==> config.mk <==
export PLATFORM = sky130hd
export DESIGN_NAME = byte_to_updn
export DESIGN_NICKNAME = d
export VERILOG_FILES = /design/src/rtl/byte_to_updn.sv
export SDC_FILE = /design/constraint.sdc
export NUM_CORES = 1
export LEC_CHECK = 0
export BUFFER_PORTS_ARGS = -buffer_cell sky130_fd_sc_hd__buf_2
export CAP_MARGIN = 20
export CELL_PAD_IN_SITES_DETAIL_PLACEMENT = 0
export CELL_PAD_IN_SITES_GLOBAL_PLACEMENT = 2
export CORE_MARGIN = 4
export CORE_UTILIZATION = 40
export DETAILED_ROUTE_END_ITERATION = 12
export PLACE_DENSITY = 0.81
export SLEW_MARGIN = 25
export SYNTH_ARGS = -nofsm -noshare
export SYNTH_HDL_FRONTEND = slang
export SYNTH_SLANG_ARGS = --single-unit
==> constraint.sdc <==
create_clock -name clk -period 5.5 [get_ports clk]
set_input_delay 1.1 -clock clk [delete_from_list [all_inputs] [get_ports clk]]
set_output_delay 1.1 -clock clk [all_outputs]
set_load 0.03 [all_outputs]
==> src/rtl/byte_to_updn.sv <==
// rtl/byte_to_updn.sv - channel stepper driving momentary up/dn switch pulses
//
// Steps a tracked channel value (cur) towards a requested target by emitting
// timed pulses on up or dn. Each step is one CHECK cycle, PULSE_W cycles of
// pulse and GAP_W cycles of gap. With ALTEN=1 only up pulses are used and cur
// wraps from COUNTMAX to COUNTMIN; with ALTEN=0 up/dn move towards the target
// and saturate at the limits.
//
// Ports:
//   clk    in   system clock, rising edge
//   rst_n  in   asynchronous active-low reset
//   req    in   one-cycle start strobe, target sampled with it
//   target in   requested channel [7:0]
//   sync   in   in IDLE, forces cur to SWDEF without pulsing
//   up     out  up-switch drive, active high
//   dn     out  down-switch drive, active high
//   cur    out  tracked current channel [7:0]
//   busy   out  high while a request is being processed
//   done   out  one-cycle pulse when the target is reached
//   err    out  one-cycle pulse when a req is rejected
module byte_to_updn #(
  parameter int COUNTMAX = 4,
  parameter int COUNTMIN = 0,
  parameter int SWDEF    = 0,
  parameter int ALTEN    = 1,
  parameter int PULSE_W  = 2,
  parameter int GAP_W    = 3
) (
  input  logic       clk,
  input  logic       rst_n,
  input  logic       req,
  input  logic [7:0] target,
  input  logic       sync,
  output logic       up,
  output logic       dn,
  output logic [7:0] cur,
  output logic       busy,
  output logic       done,
  output logic       err
);

  localparam logic [7:0]  CMAX      = 8'(COUNTMAX);
  localparam logic [7:0]  CMIN      = 8'(COUNTMIN);
  localparam logic [7:0]  HOME      = 8'(SWDEF);
  localparam logic [7:0]  SPAN      = CMAX - CMIN;
  localparam logic [15:0] PULSE_RLD = 16'(PULSE_W - 1);
  localparam logic [15:0] GAP_RLD   = 16'(GAP_W - 1);

  typedef enum logic [2:0] {
    S_IDLE,
    S_CHECK,
    S_PULSE,
    S_GAP,
    S_DONE
  } state_t;

  state_t      state_q, state_d;
  logic [15:0] timer_q, timer_d;
  logic [7:0]  tgt_q, tgt_d;
  logic [7:0]  cur_q, cur_d;
  logic        dir_up_q, dir_up_d;
  logic        up_q, up_d;
  logic        dn_q, dn_d;
  logic        busy_q, busy_d;
  logic        done_q, done_d;
  logic        err_q, err_d;

  logic [7:0] tgt_off;
  logic       in_range;
  logic [7:0] cur_up;
  logic [7:0] cur_dn;

  // Offset from COUNTMIN wraps to a large value when target < COUNTMIN, so a
  // single unsigned compare covers both bounds.
  assign tgt_off  = target - CMIN;
  assign in_range = (tgt_off <= SPAN);

  assign cur_up = (cur_q >= CMAX) ? ((ALTEN != 0) ? CMIN : CMAX) : cur_q + 8'd1;
  assign cur_dn = (cur_q <= CMIN) ? cur_q : cur_q - 8'd1;

  always_comb begin
    state_d  = state_q;
    timer_d  = timer_q;
    tgt_d    = tgt_q;
    cur_d    = cur_q;
    dir_up_d = dir_up_q;
    err_d    = 1'b0;

    case (state_q)
      S_IDLE: begin
        if (sync) begin
          cur_d = HOME;
        end
        if (req) begin
          if (in_range) begin
            tgt_d   = target;
            timer_d = 16'd0;
            state_d = S_CHECK;
          end else begin
            err_d = 1'b1;
          end
        end
      end
      S_CHECK: begin
        timer_d = 16'd0;
        if (cur_q == tgt_q) begin
          state_d = S_DONE;
        end else begin
          dir_up_d = (ALTEN != 0) || (tgt_q > cur_q);
          timer_d  = PULSE_RLD;
          state_d  = S_PULSE;
        end
      end
      S_PULSE: begin
        if (timer_q == 16'd0) begin
          // cur changes on the same edge that drops the pulse
          cur_d   = dir_up_q ? cur_up : cur_dn;
          timer_d = GAP_RLD;
          state_d = S_GAP;
        end else begin
          timer_d = timer_q - 16'd1;
        end
      end
      S_GAP: begin
        if (timer_q == 16'd0) begin
          state_d = S_CHECK;
        end else begin
          timer_d = timer_q - 16'd1;
        end
      end
      S_DONE: begin
        timer_d = 16'd0;
        state_d = S_IDLE;
      end
      default: begin
        timer_d = 16'd0;
        state_d = S_IDLE;
      end
    endcase

    // Outputs are registered copies of what the next state implies.
    up_d   = (state_d == S_PULSE) && dir_up_d;
    dn_d   = (state_d == S_PULSE) && !dir_up_d;
    busy_d = (state_d == S_CHECK) || (state_d == S_PULSE) || (state_d == S_GAP);
    done_d = (state_d == S_DONE);
  end

  always_ff @(posedge clk or negedge rst_n) begin
    if (!rst_n) begin
      state_q  <= S_IDLE;
      timer_q  <= 16'd0;
      tgt_q    <= HOME;
      cur_q    <= HOME;
      dir_up_q <= 1'b1;
      up_q     <= 1'b0;
      dn_q     <= 1'b0;
      busy_q   <= 1'b0;
      done_q   <= 1'b0;
      err_q    <= 1'b0;
    end else begin
      state_q  <= state_d;
      timer_q  <= timer_d;
      tgt_q    <= tgt_d;
      cur_q    <= cur_d;
      dir_up_q <= dir_up_d;
      up_q     <= up_d;
      dn_q     <= dn_d;
      busy_q   <= busy_d;
      done_q   <= done_d;
      err_q    <= err_d;
    end
  end

  assign up   = up_q;
  assign dn   = dn_q;
  assign cur  = cur_q;
  assign busy = busy_q;
  assign done = done_q;
  assign err  = err_q;

endmodule

Word-level counts from Yosys, hierarchy flattened. Cells that the tools add are included.

Eq/ne operators: 14. Multiplexer cells: 23. $lt $le $gt $ge: 3. Add/subtract/negate cells: 3. Reductions and logical operators: 11.

Operators by type and width (number): 2-to-1 mux 16 bit (4); one-hot mux 16 bit (4 select lines) (1); 2-to-1 mux 8 bit (5); zero test 16 bit (1); one-hot mux 8 bit (2 select lines) (1); subtractor 16 x 1 -> 16 bit, second input constant (1); 2-to-1 mux 3 bit (5); == test 3 x 2 -> 1 bit, second input constant (4); one-hot mux 3 bit (4 select lines) (1); inequality test 2 bit, second input constant (5); adder 8 x 1 -> 8 bit, second input constant (1); == test 8 bit (1); greater-or-equal comparator 8 x 3 -> 1 bit, second input constant (1); <= comparator 8 x 1 -> 1 bit, second input constant (1); <= comparator 8 x 3 -> 1 bit, second input constant (1); subtractor 8 x 1 -> 8 bit, second input constant (1); == test 3 x 1 -> 1 bit, second input constant (2); 2-to-1 mux 1 bit (6); AND reduction 3 bit (2); AND reduction 4 bit (1); == test 3 bit, second input constant (1); zero test 3 bit (1); inequality test 3 bit, second input constant (1); logical AND 1 bit (2); other kinds (3) (4).

Output and inout port bits: 13. Logic and storage cells: 64. Flip-flop bits (word level): 41. Input bits: 12.

Depth between registers and ports, before layout. Gate-level depths: netlist (run 1).

Depth after elaboration: 7. Depth in mapped cells: 9. Mapped depth without buffers: 7.

Least setup slack after synthesis (run 1). Ideal clock, no wire load.

Path kind: in2reg. From: in target[3]. To: reg timer_q[0]. Buffers on the path: 0. Path slack: 3.182 ns. Setup time: 0.125 ns. Arrival: 2.194 ns. Data required time: 5.375 ns. Cell stages on the path: 5. Cell sequence: nor3_1 and4_1 nor2b_1 nor2_1 mux2_2.

Word-level cells in the longest chain between the ends: 3.

RTL lines: start: declaration (RTL line 32) `input logic [7:0] target,`; <= comparator 8 x 3 -> 1 bit (RTL line 76) `assign in_range = (tgt_off <= SPAN);`; inequality test 2 bit (no source line); AND reduction 3 bit (no source line); end signal: assignment (RTL line 162) `timer_q <= timer_d;`; end: declaration (RTL line 58) `logic [15:0] timer_q, timer_d;`.

No other way between the ends. A chain may end at the register's enable or synchronous reset.

Worst setup path in the final report (run 1).
From: in target[3]. To: reg tgt_q[0].

Word-level cells in the longest chain between the ends: 2.

RTL lines: <= comparator 8 x 3 -> 1 bit (RTL line 76); AND reduction 3 bit (no source line); end signal: assignment (RTL line 163) `tgt_q <= tgt_d;`; end: declaration (RTL line 59) `logic [7:0] tgt_q, tgt_d;`.

No other way between the ends.

==> flow_metrics.tcl, run 1 <==
set metrics [dict create \
    grt_pass1_wl_mm 9.98 \
    peakVddDrop_mv 0.189 \
    detailedPlacementHpwl_mm 4.08 \
    yosysWarnings 0 \
    grt_setup_unrepaired "no" \
    fill_cells 581 \
    clock-sinks 41 \
    maxCapViolCount 0 \
    final_common_cell "dfrtp_1" \
    critPathArrivalTime_ns 2.53 \
    cts_made_buffers 5 \
    async_reset_ff_share_pct 100 \
    place_inst 343 \
    wl_per_cell_microns 16.2 \
    design.core.area_sq_um 5890 \
    die_h_microns 85.7 \
    setup_viol 0 \
    ys_ff_latch 41 \
    ys_seq_area_share_pct 42.5 \
    ant_nets 0 \
    avgSynthCellArea_sq_um 9.40 \
    grt_pass1_vias 1927 \
    grt_max_degree 42 \
    hold_viol_final 0 \
    portBuffers 24 \
    min_period_ns 2.35 \
    p_per_area_nw_per_um2 530 \
    clockRootBuffer "clkbuf_8" \
    path_clk_slew_ns 0.08 \
    cts_tree "yes" \
    grt_remaining_overflow 0 \
    drtIter0Drc 144 \
    yosys_most_used_dff "dfrtp_1" \
    num_antenna_cells 0 \
    hold_path_class "flip-flop to flip-flop" \
    crit_required_ns 5.68 \
    grt_usage_pct 17.0 \
    htree_levels 2 \
    die_area_sq_um 7340 \
    fin_skew_ns 0.00709 \
    yosysUniqueCellTypes 55 \
    drive_above_1_share_pct 18.1 \
    clockBufferDepth 2 \
    vias 1986 \
    post-cts-setup-buffers 0 \
    final_nets 291 \
    cp-start-kind "input pin" \
    status "complete, no violations" \
    critPathMaxFanout 9 \
    ctsHoldBuffers 0 \
    drt-total-wl_mm 5.67 \
    fin_cells 351 \
    worst_pin_slew_ns 0.710 \
    start_util_pct 41.0 \
    min_period_over_period_pct 42.8 \
    syn_inst 257 \
    routabilityCongestion 0.806 \
    synth_edf_count 0 \
    ctsResizeCount 0 \
    drt-pass1-iter-count 4 \
    worstSetupPathType "input pin to flip-flop" \
    drc 0 \
    slew_viol_final 0 \
    via_per_inst 5.66 \
    fmax_ghz 0.425 \
    relSlewSlack_pct 52.5 \
    final_cell_mix "dfrtp_1 (40), buf_2 (23), nand2_1 (22)" \
    end_kind "flip-flop" \
    p_leak_nw 1.24 \
    syn_nets 273 \
    synth_area_sq_um 2410 \
    antenna_found_initial 0 \
    dieWidth_microns 85.7 \
    row_count 28 \
    syn_to_final_growth_pct 10.6 \
    setup_tns_ns 0 \
    worstSkewPairLatency_ns 0.29 \
    io_pins 25 \
]
[report_power, final]
part	total (W)	switching [W]	internal, W
combinational	0.000593	0.000348	0.000244
clock	0.000255	0.000107	0.000148
sequential	0.000568	0.000172	0.000396
total	0.00142	0.000627	0.000789
[worst max-delay path: stages]
cell    delay, ns
buf_2        0.10
nor3_1       0.22
and4_1       0.28
and2_0       0.44
mux2_2       0.39
[registers in the layout (all words and copies together) (netlist names)]
| name | flops |
|---|---|
| up | 1 |
| dir_up_q | 1 |
| err | 1 |
| timer_q | 16 |
| tgt_q | 8 |
| state_q | 3 |
| done | 1 |
| dn | 1 |
| busy | 1 |
| cur | 8 |
[area by class of cell]
| class | instances | area (sq um) | area share, % |
|---|---|---|---|
| inverters | 10 | 37.5 | 1.41 |
| flip-flops and latches | 41 | 1030 | 38.5 |
| multi-input cells | 193 | 1270 | 47.7 |
| clock inverters | 1 | 30.0 | 1.12 |
| clock buffers | 7 | 86.3 | 3.23 |
| well taps | 75 | 93.8 | 3.51 |
| repair buffers | 24 | 123 | 4.59 |
[cell families after synthesis]
logic type,after synthesis,share of synthesized area [%]
AO/OA/AOI/OAI,76,20.9
XOR/XNOR,8,2.90
AND/OR/NAND/NOR,100,24.6
flip-flops,41,42.5
buffers and inverters,23,4.72
multiplexers,5,2.28
adder cells (fa/ha/maj),4,2.07
[Yosys cell counts (all sizes together), types with 4 or more instances]
master  number  share of area, %
mux2         4               1.9
a21oi       16               3.3
clkbuf       6              0.93
or4          4               1.4
nand2b       5               1.3
nand3        4              0.83
o21ai       25               5.2
a22o         4               1.5
dfrtp       40                41
buf          7               2.2
nor4         8               4.2
xor2         8               2.9
nor2b        9               2.3
nand2       22               3.4
nor2        18               2.8
or3          5               1.5
nor3        13               2.9
nand4        4               1.0
a31oi       12               3.4
inv         10               1.6
ha           4               2.1
[per-stage QoR]
stage	hold WS (ns)	utilization [%]	cell area, sq um	power, W	setup WS [ns]
finish	0.529	45.4	2670	0.00142	3.15
global route	0.545	45.4	2670	0.00153	2.94
CTS	0.535	45.3	2670	0.00143	3.11
detailed placement	0.513	43.4	2550	0.00116	2.79
global placement	0.501	43.4	2550	0.00116	2.89
floorplan	0.484	-	2410	0.00102	3.18
[path summary, 6_finish.rpt]
check / start / to / slack (ns) / cells past startpoint
setup reg to reg: timer_q[0] / timer_q[10] / 3.32 / 6
max in group asynchronous: rst_n / timer_q[1] / 4.35 / 1
hold / removal: tgt_q[4] / tgt_q[4] / 0.53 / 1
min in group asynchronous: rst_n / cur[0] / 0.78 / 1
setup / recovery: target[3] / tgt_q[0] / 3.15 / 5
hold reg to reg: tgt_q[4] / tgt_q[4] / 0.53 / 1
[layer usage]
metal / track usage (%) / share of wire, % / up-vias
met5: 0 / 0 / -
met4: 4.32 / 0.93 / 0
met3: 3.65 / 5.2 / 4
met2: 24.6 / 42 / 52
met1: 25.7 / 51 / 944
li1: - / - / 986
No activity file was read; power rests on OpenSTA's default activity.
==> run 2, diff against run 1 <==
--- a/config.mk
+++ b/config.mk
@@ -10,9 +10,9 @@
 export CELL_PAD_IN_SITES_DETAIL_PLACEMENT = 0
 export CELL_PAD_IN_SITES_GLOBAL_PLACEMENT = 2
 export CORE_MARGIN = 4
-export CORE_UTILIZATION = 40
+export CORE_UTILIZATION = 37
 export DETAILED_ROUTE_END_ITERATION = 12
-export PLACE_DENSITY = 0.81
+export PLACE_DENSITY = 0.75
 export SLEW_MARGIN = 25
 export SYNTH_ARGS = -nofsm -noshare
 export SYNTH_HDL_FRONTEND = slang
==> constraint.sdc (replaced) <==
create_clock -name clk -period 2.4 [get_ports clk]
set_input_delay 0.48 -clock clk [delete_from_list [all_inputs] [get_ports clk]]
set_output_delay 0.48 -clock clk [all_outputs]
set_load 0.03 [all_outputs]
==> run 2 against run 1 <==
  * Clock-buffer cell count is 1 higher
  * Non-clock buffer count grew 14
  * Largest power group unchanged
  * Power up 130%
  * Highest routed layer unchanged
  * Sequential share of layout area decreased by 1.1 points
  * Clock power rose by 90%
  * Utilization down 2.1 points
==> flow_metrics.tcl, run 2 (same netlist as run 1, synthesis figures left out) <==
set metrics [dict create \
    worst_pin_slew_ns 0.638 \
    cts_tree "yes" \
    dieWidth_microns 88.8 \
    fin_skew_ns 0.0100 \
    cp-start-kind "flip-flop" \
    sequentialPowerShare_pct 39.1 \
    final_nets 305 \
    routabilityCongestion 0.767 \
    slowest_stage "dfrtp_1" \
    power.internal_w 0.00175 \
    largest_register "timer_q" \
    grt_pass1_vias 1884 \
    grt_remaining_overflow 0 \
    num_antenna_cells 0 \
    final_cell_mix "dfrtp_1 (40), buf_2 (24), nand2_1 (22)" \
    power_w 0.00321 \
    syn_to_final_growth_pct 13.9 \
    path_clk_slew_ns 0.08 \
    critical-path-max-stage-delay_ns 0.46 \
    fin_util_pct 43.3 \
    rrSetupSlack_ns 0.25 \
    peakVddDrop_mv 0.628 \
    vias 2048 \
    combPwrFrac_pct 45.9 \
    cts_made_buffers 5 \
    clock-sinks 41 \
    p_leak_nw 1.29 \
    ctsResizeCount 0 \
    clkPwrFrac_pct 15.1 \
    critPathBufInv 0 \
    drc 0 \
    setup_viol 0 \
    ctsHoldBuffers 0 \
    largest_reg_flops 16 \
    clockRootBuffer "clkbuf_8" \
    hold_viol_final 0 \
    antenna_found_initial 0 \
    crit_required_ns 2.63 \
    grt_usage_pct 16.4 \
    die_h_microns 88.8 \
    p_per_area_nw_per_um2 1170 \
    hold_path_class "input pin to asynchronous set/reset pin" \
    grt_max_degree 42 \
    portBuffers 24 \
    maxCapViolCount 0 \
    path_cells "nor4_4 -> and4_1 -> o211ai_4 -> or3_4 -> o21ai_1" \
    critPathMaxFanout 12 \
    io_pins 25 \
    drt-pass1-iter-count 4 \
    switching_share_pct 45.6 \
    die_area_sq_um 7880 \
    ant_nets 0 \
    timing.rr.end "cur[5]" \
    drive_above_1_share_pct 21.7 \
    detailedPlacementHpwl_mm 4.40 \
    drtIter0Drc 190 \
    row_count 29 \
    wl_per_cell_microns 16.2 \
    grt_pass1_wl_mm 10.0 \
    power_switching_w 0.00146 \
    worstSetupPathType "flip-flop to flip-flop" \
    multi_input_area_sq_um 1270 \
    drt-total-wl_mm 5.95 \
    grt_setup_unrepaired "no" \
    design.core.area_sq_um 6350 \
    min_period_over_period_pct 89.7 \
    worstSkewPairLatency_ns 0.30 \
    start_util_pct 38.0 \
    setup_tns_ns 0 \
    reg2reg_depth 5 \
    end_kind "flip-flop" \
    relSlewSlack_pct 57.3 \
    fmax_ghz 0.465 \
    r2r_start "timer_q[7]" \
    final_common_cell "dfrtp_1" \
    fill_cells 612 \
    status "complete, no violations" \
    critPathArrivalTime_ns 2.38 \
    slew_viol_final 0 \
    via_per_inst 5.58 \
    post-cts-setup-buffers 0 \
    min_period_ns 2.15 \
    clockBufferDepth 2 \
    htree_levels 2 \
    regArea_sq_um 1030 \
    crit_family "simple AND/OR/NAND/NOR gates" \
]
==> run 2: cell count changes in the layout (fill, tap and decap cells not counted), sizes merged <==
cell / change
buf: +14
bufinv: -1
clkbuf: +1
==> run 2: cell type report <==
type / count / area share, %
tap: 77 / 3.50
multi-input combinational: 193 / 46.3
inverter: 10 / 1.36
sequential: 41 / 37.4
timing repair buffer: 38 / 8.19
clock buffer: 8 / 3.28
==> run 2: power groups by stage <==
stage	Sequential (W)	Combinational [W]	Clock, W
4_1_cts	0.00125	0.00148	0.000505
6_report	0.00125	0.00147	0.000484
3_5_place_dp	0.00126	0.00147	0
5_1_grt	0.00130	0.00165	0.000530
2_1_floorplan	0.00127	0.00107	0
3_3_place_gp	0.00126	0.00149	0
==> run 2: routing by layer <==
layer | global-route usage, % | vias up | share of wire, %
met5 | 0 | - | 0
met1 | 25.7 | 965 | 51
met2 | 21.5 | 65 | 40
met4 | 4.81 | 0 | 1.3
met3 | 4.38 | 8 | 7.0
li1 | - | 1010 | -
==> run 2: metrics by stage <==
step / area [sq um] / worst slack, ns / hold WS, ns / instances
2_1_floorplan: 2410 / 0.413 / 0.184 / 257
3_3_place_gp: 2660 / 0.281 / 0.504 / 359
3_5_place_dp: 2660 / 0.274 / 0.513 / 359
4_1_cts: 2750 / 0.230 / 0.274 / 367
5_1_grt: 2750 / 0.119 / 0.290 / 367
6_report: 2750 / 0.248 / 0.249 / 367
==> run 2: how the worst max path moves through the flow <==
| stage | end | slack (ns) | startpoint | cells after the start |
|---|---|---|---|---|
| final | cur[5] | 0.25 | timer_q[7] | 5 |
| after global routing | timer_q[0] | 0.12 | timer_q[7] | 5 |
| after CTS | cur[5] | 0.23 | timer_q[7] | 5 |
| after detailed placement | cur[7] | 0.27 | timer_q[7] | 5 |
| after global placement | cur[5] | 0.28 | timer_q[7] | 5 |
| after floorplan | cur[7] | 0.41 | cur[2] | 6 |
==> run 3, diff against run 2 <==
--- a/config.mk
+++ b/config.mk
@@ -5,14 +5,15 @@
 export SDC_FILE = /design/constraint.sdc
 export NUM_CORES = 1
 export LEC_CHECK = 0
+export ABC_AREA = 1
 export BUFFER_PORTS_ARGS = -buffer_cell sky130_fd_sc_hd__buf_2
 export CAP_MARGIN = 20
 export CELL_PAD_IN_SITES_DETAIL_PLACEMENT = 0
 export CELL_PAD_IN_SITES_GLOBAL_PLACEMENT = 2
 export CORE_MARGIN = 4
-export CORE_UTILIZATION = 37
+export CORE_UTILIZATION = 34
 export DETAILED_ROUTE_END_ITERATION = 12
-export PLACE_DENSITY = 0.75
+export PLACE_DENSITY = 0.76
 export SLEW_MARGIN = 25
 export SYNTH_ARGS = -nofsm -noshare
 export SYNTH_HDL_FRONTEND = slang
==> run 3 against run 2 <==
  * Routed wire length up 9.0%
  * Sequential cell count did not move
  * Clock-buffer cell count down 1
  * Critical path type unchanged
  * Critical endpoint is now timer_q[1]
  * Largest cell class unchanged
==> flow_metrics.tcl, run 3 <==
set metrics [dict create \
    path_cells "inv_1 -> ha_1 -> nand2_2 -> inv_1 -> nand4_4 -> nand2_2 -> inv_2 -> o21ai_0 -> o21ai_0" \
    critPathMaxFanout 14 \
    final_nets 410 \
    slowest_stage "dfrtp_1" \
    synth_area_sq_um 2620 \
    setup_tns_ns 0 \
    final_cell_mix "nand2_1 (102), inv_1 (47), nor2_1 (42)" \
    synth_edf_count 0 \
    end_kind "flip-flop" \
    io_pins 25 \
    rrSetupSlack_ns 0.53 \
    critical-path-max-stage-delay_ns 0.38 \
    clock-sinks 41 \
    synth_xor_area_share_pct 3.01 \
    combPwrFrac_pct 14.2 \
    design.core.area_sq_um 7370 \
    min_period_over_period_pct 77.9 \
    die_h_microns 95.7 \
    switching_share_pct 28.2 \
    p_per_area_nw_per_um2 493 \
    path_clk_slew_ns 0.09 \
    start_util_pct 35.5 \
    via_per_inst 4.58 \
    fill_cells 818 \
    syn_to_final_growth_pct 12.4 \
    hold_path_class "input pin to asynchronous set/reset pin" \
    synth-adder-area-share_pct 1.91 \
    clockRootBuffer "clkbuf_8" \
    drc 0 \
    worstSetupPathType "flip-flop to flip-flop" \
    peakVddDrop_mv 0.224 \
    grt_pass1_vias 2175 \
    drtIter0Drc 86 \
    yosys.area_share.simple_pct 37.2 \
    power_switching_w 0.000410 \
    synth_top_family_by_area "simple AND/OR/NAND/NOR gates" \
    detailedPlacementHpwl_mm 4.79 \
    grt_usage_pct 15.9 \
    grt_remaining_overflow 0 \
    maxCapViolCount 0 \
    vias 2264 \
    antenna_found_initial 0 \
    worstSkewPairLatency_ns 0.29 \
    ctsHoldBuffers 0 \
    post-cts-setup-buffers 0 \
    fin_cells 494 \
    worst_pin_slew_ns 0.552 \
    ys_ff_latch 41 \
    syn_nets 382 \
    muxShareOfSynthArea_pct 0 \
    setup_viol 0 \
    ys_top_cells_by_count "nand2_1 (102), inv_1 (47), nor2_1 (42)" \
    sequentialPowerShare_pct 50.5 \
    yosysTopAreaCell "dfrtp_1" \
    status "complete, no violations" \
    syn_inst 366 \
    drt-total-wl_mm 6.49 \
    avgSynthCellArea_sq_um 7.15 \
    relSlewSlack_pct 63.2 \
    yosysMostFrequentCell "nand2_1" \
    grt_max_degree 42 \
    hold_viol_final 0 \
    row_count 31 \
    ys_seq_area_share_pct 39.2 \
    htree_levels 2 \
    fmax_ghz 0.535 \
    largest_reg_flops 16 \
    slew_viol_final 0 \
    critPathArrivalTime_ns 2.05 \
    wl_per_cell_microns 13.1 \
    netlist.area_leader.share_pct 38.2 \
    ctsResizeCount 0 \
    clkPwrFrac_pct 35.3 \
    p_leak_nw 1.63 \
    async_reset_ff_share_pct 100 \
    cp-start-kind "flip-flop" \
    fin_skew_ns 0.00503 \
    final_common_cell "nand2_1" \
    r2r_start "timer_q[0]" \
    multi_input_area_sq_um 1350 \
    clockBufferDepth 2 \
    dieWidth_microns 95.7 \
    regArea_sq_um 1030 \
    cts_made_buffers 5 \
    largest_register "timer_q" \
    portBuffers 24 \
    grt_pass1_wl_mm 11.2 \
    power.internal_w 0.00104 \
    die_area_sq_um 9170 \
    yosysUniqueCellTypes 35 \
    reg2reg_depth 9 \
    cts_tree "yes" \
    yosysWarnings 0 \
    num_antenna_cells 0 \
    crit_required_ns 2.58 \
    yosys_most_used_dff "dfrtp_1" \
    drt-pass1-iter-count 4 \
    drive_above_1_share_pct 17.0 \
    min_period_ns 1.87 \
    synthTopCellsByArea "dfrtp_1 (38%), nand2_1 (15%), inv_1 (6.7%), nand3_1 (6.1%), nor2_1 (6.0%)" \
    timing.rr.end "timer_q[1]" \
    synth-compound-area-share_pct 9.51 \
    ant_nets 0 \
    grt_setup_unrepaired "no" \
    place_inst 486 \
    routabilityCongestion 0.773 \
]
## run 3: power groups by stage
stage          Combinational (W)  Clock (W)  Sequential [W]
2_1_floorplan          0.0000972          0        0.000772
3_3_place_gp            0.000207          0        0.000747
3_5_place_dp            0.000209          0        0.000746
4_1_cts                 0.000210   0.000533        0.000732
5_1_grt                 0.000234   0.000566        0.000737
6_report                0.000206   0.000512        0.000733
## run 3: cells by family after synthesis
family / count (synthesis)
XOR/XNOR: 9
adder cells (fa/ha/maj): 4
flip-flops: 41
AO/OA/AOI/OAI: 43
AND/OR/NAND/NOR: 211
buffers and inverters: 58
## run 3: layout make-up
class	count	share of cell area, %
multi-input combinational	267	45.9
sequential	41	34.9
inverter	52	6.64
timing repair buffer	27	4.85
tap	99	4.21
clock buffer	7	3.28
clock inverter	1	0.170
## run 3: worst max path at each step
stage | from | endpoint | slack [ns] | depth (start not counted)
2_1_floorplan | cur[0] | cur[4] | 0.71 | 9
3_3_place_gp | target[0] | timer_q[1] | 0.58 | 8
3_5_place_dp | timer_q[0] | timer_q[1] | 0.51 | 9
4_1_cts | timer_q[0] | timer_q[1] | 0.50 | 9
5_1_grt | timer_q[0] | timer_q[1] | 0.32 | 9
6_report | timer_q[0] | timer_q[1] | 0.53 | 9
## run 3: routing by layer
metal / wire, microns / GRT usage [%] / part of all wire [%]
met3: 192 / 2.97 / 3.0
met2: 2810 / 23.2 / 43
met1: 3450 / 24.3 / 53
met4: 40 / 3.55 / 0.62
met5: 0 / 0 / 0
## run 3: metrics by stage
step / instance area [sq um] / utilization, % / power (W) / worst slack, ns / hold slack (ns)
6_report: 2940 / 39.9 / 0.00145 / 0.530 / 0.255
4_1_cts: 2940 / 39.9 / 0.00148 / 0.496 / 0.281
3_3_place_gp: 2840 / 38.5 / 0.000954 / 0.578 / 0.464
3_5_place_dp: 2840 / 38.5 / 0.000956 / 0.511 / 0.465
2_1_floorplan: 2620 / - / 0.000869 / 0.709 / 0.184
5_1_grt: 2940 / 39.9 / 0.00154 / 0.325 / 0.306
## run 3: critical path: cells and delay by family (launching register included)
family                     cells  cell delay [ns]
and+or+nand+nor                3             0.53
buffers and inverters          3             0.44
DFF                            1             0.38
adders and majority gates      1             0.21
AOI/OAI and AO/OA              2             0.20
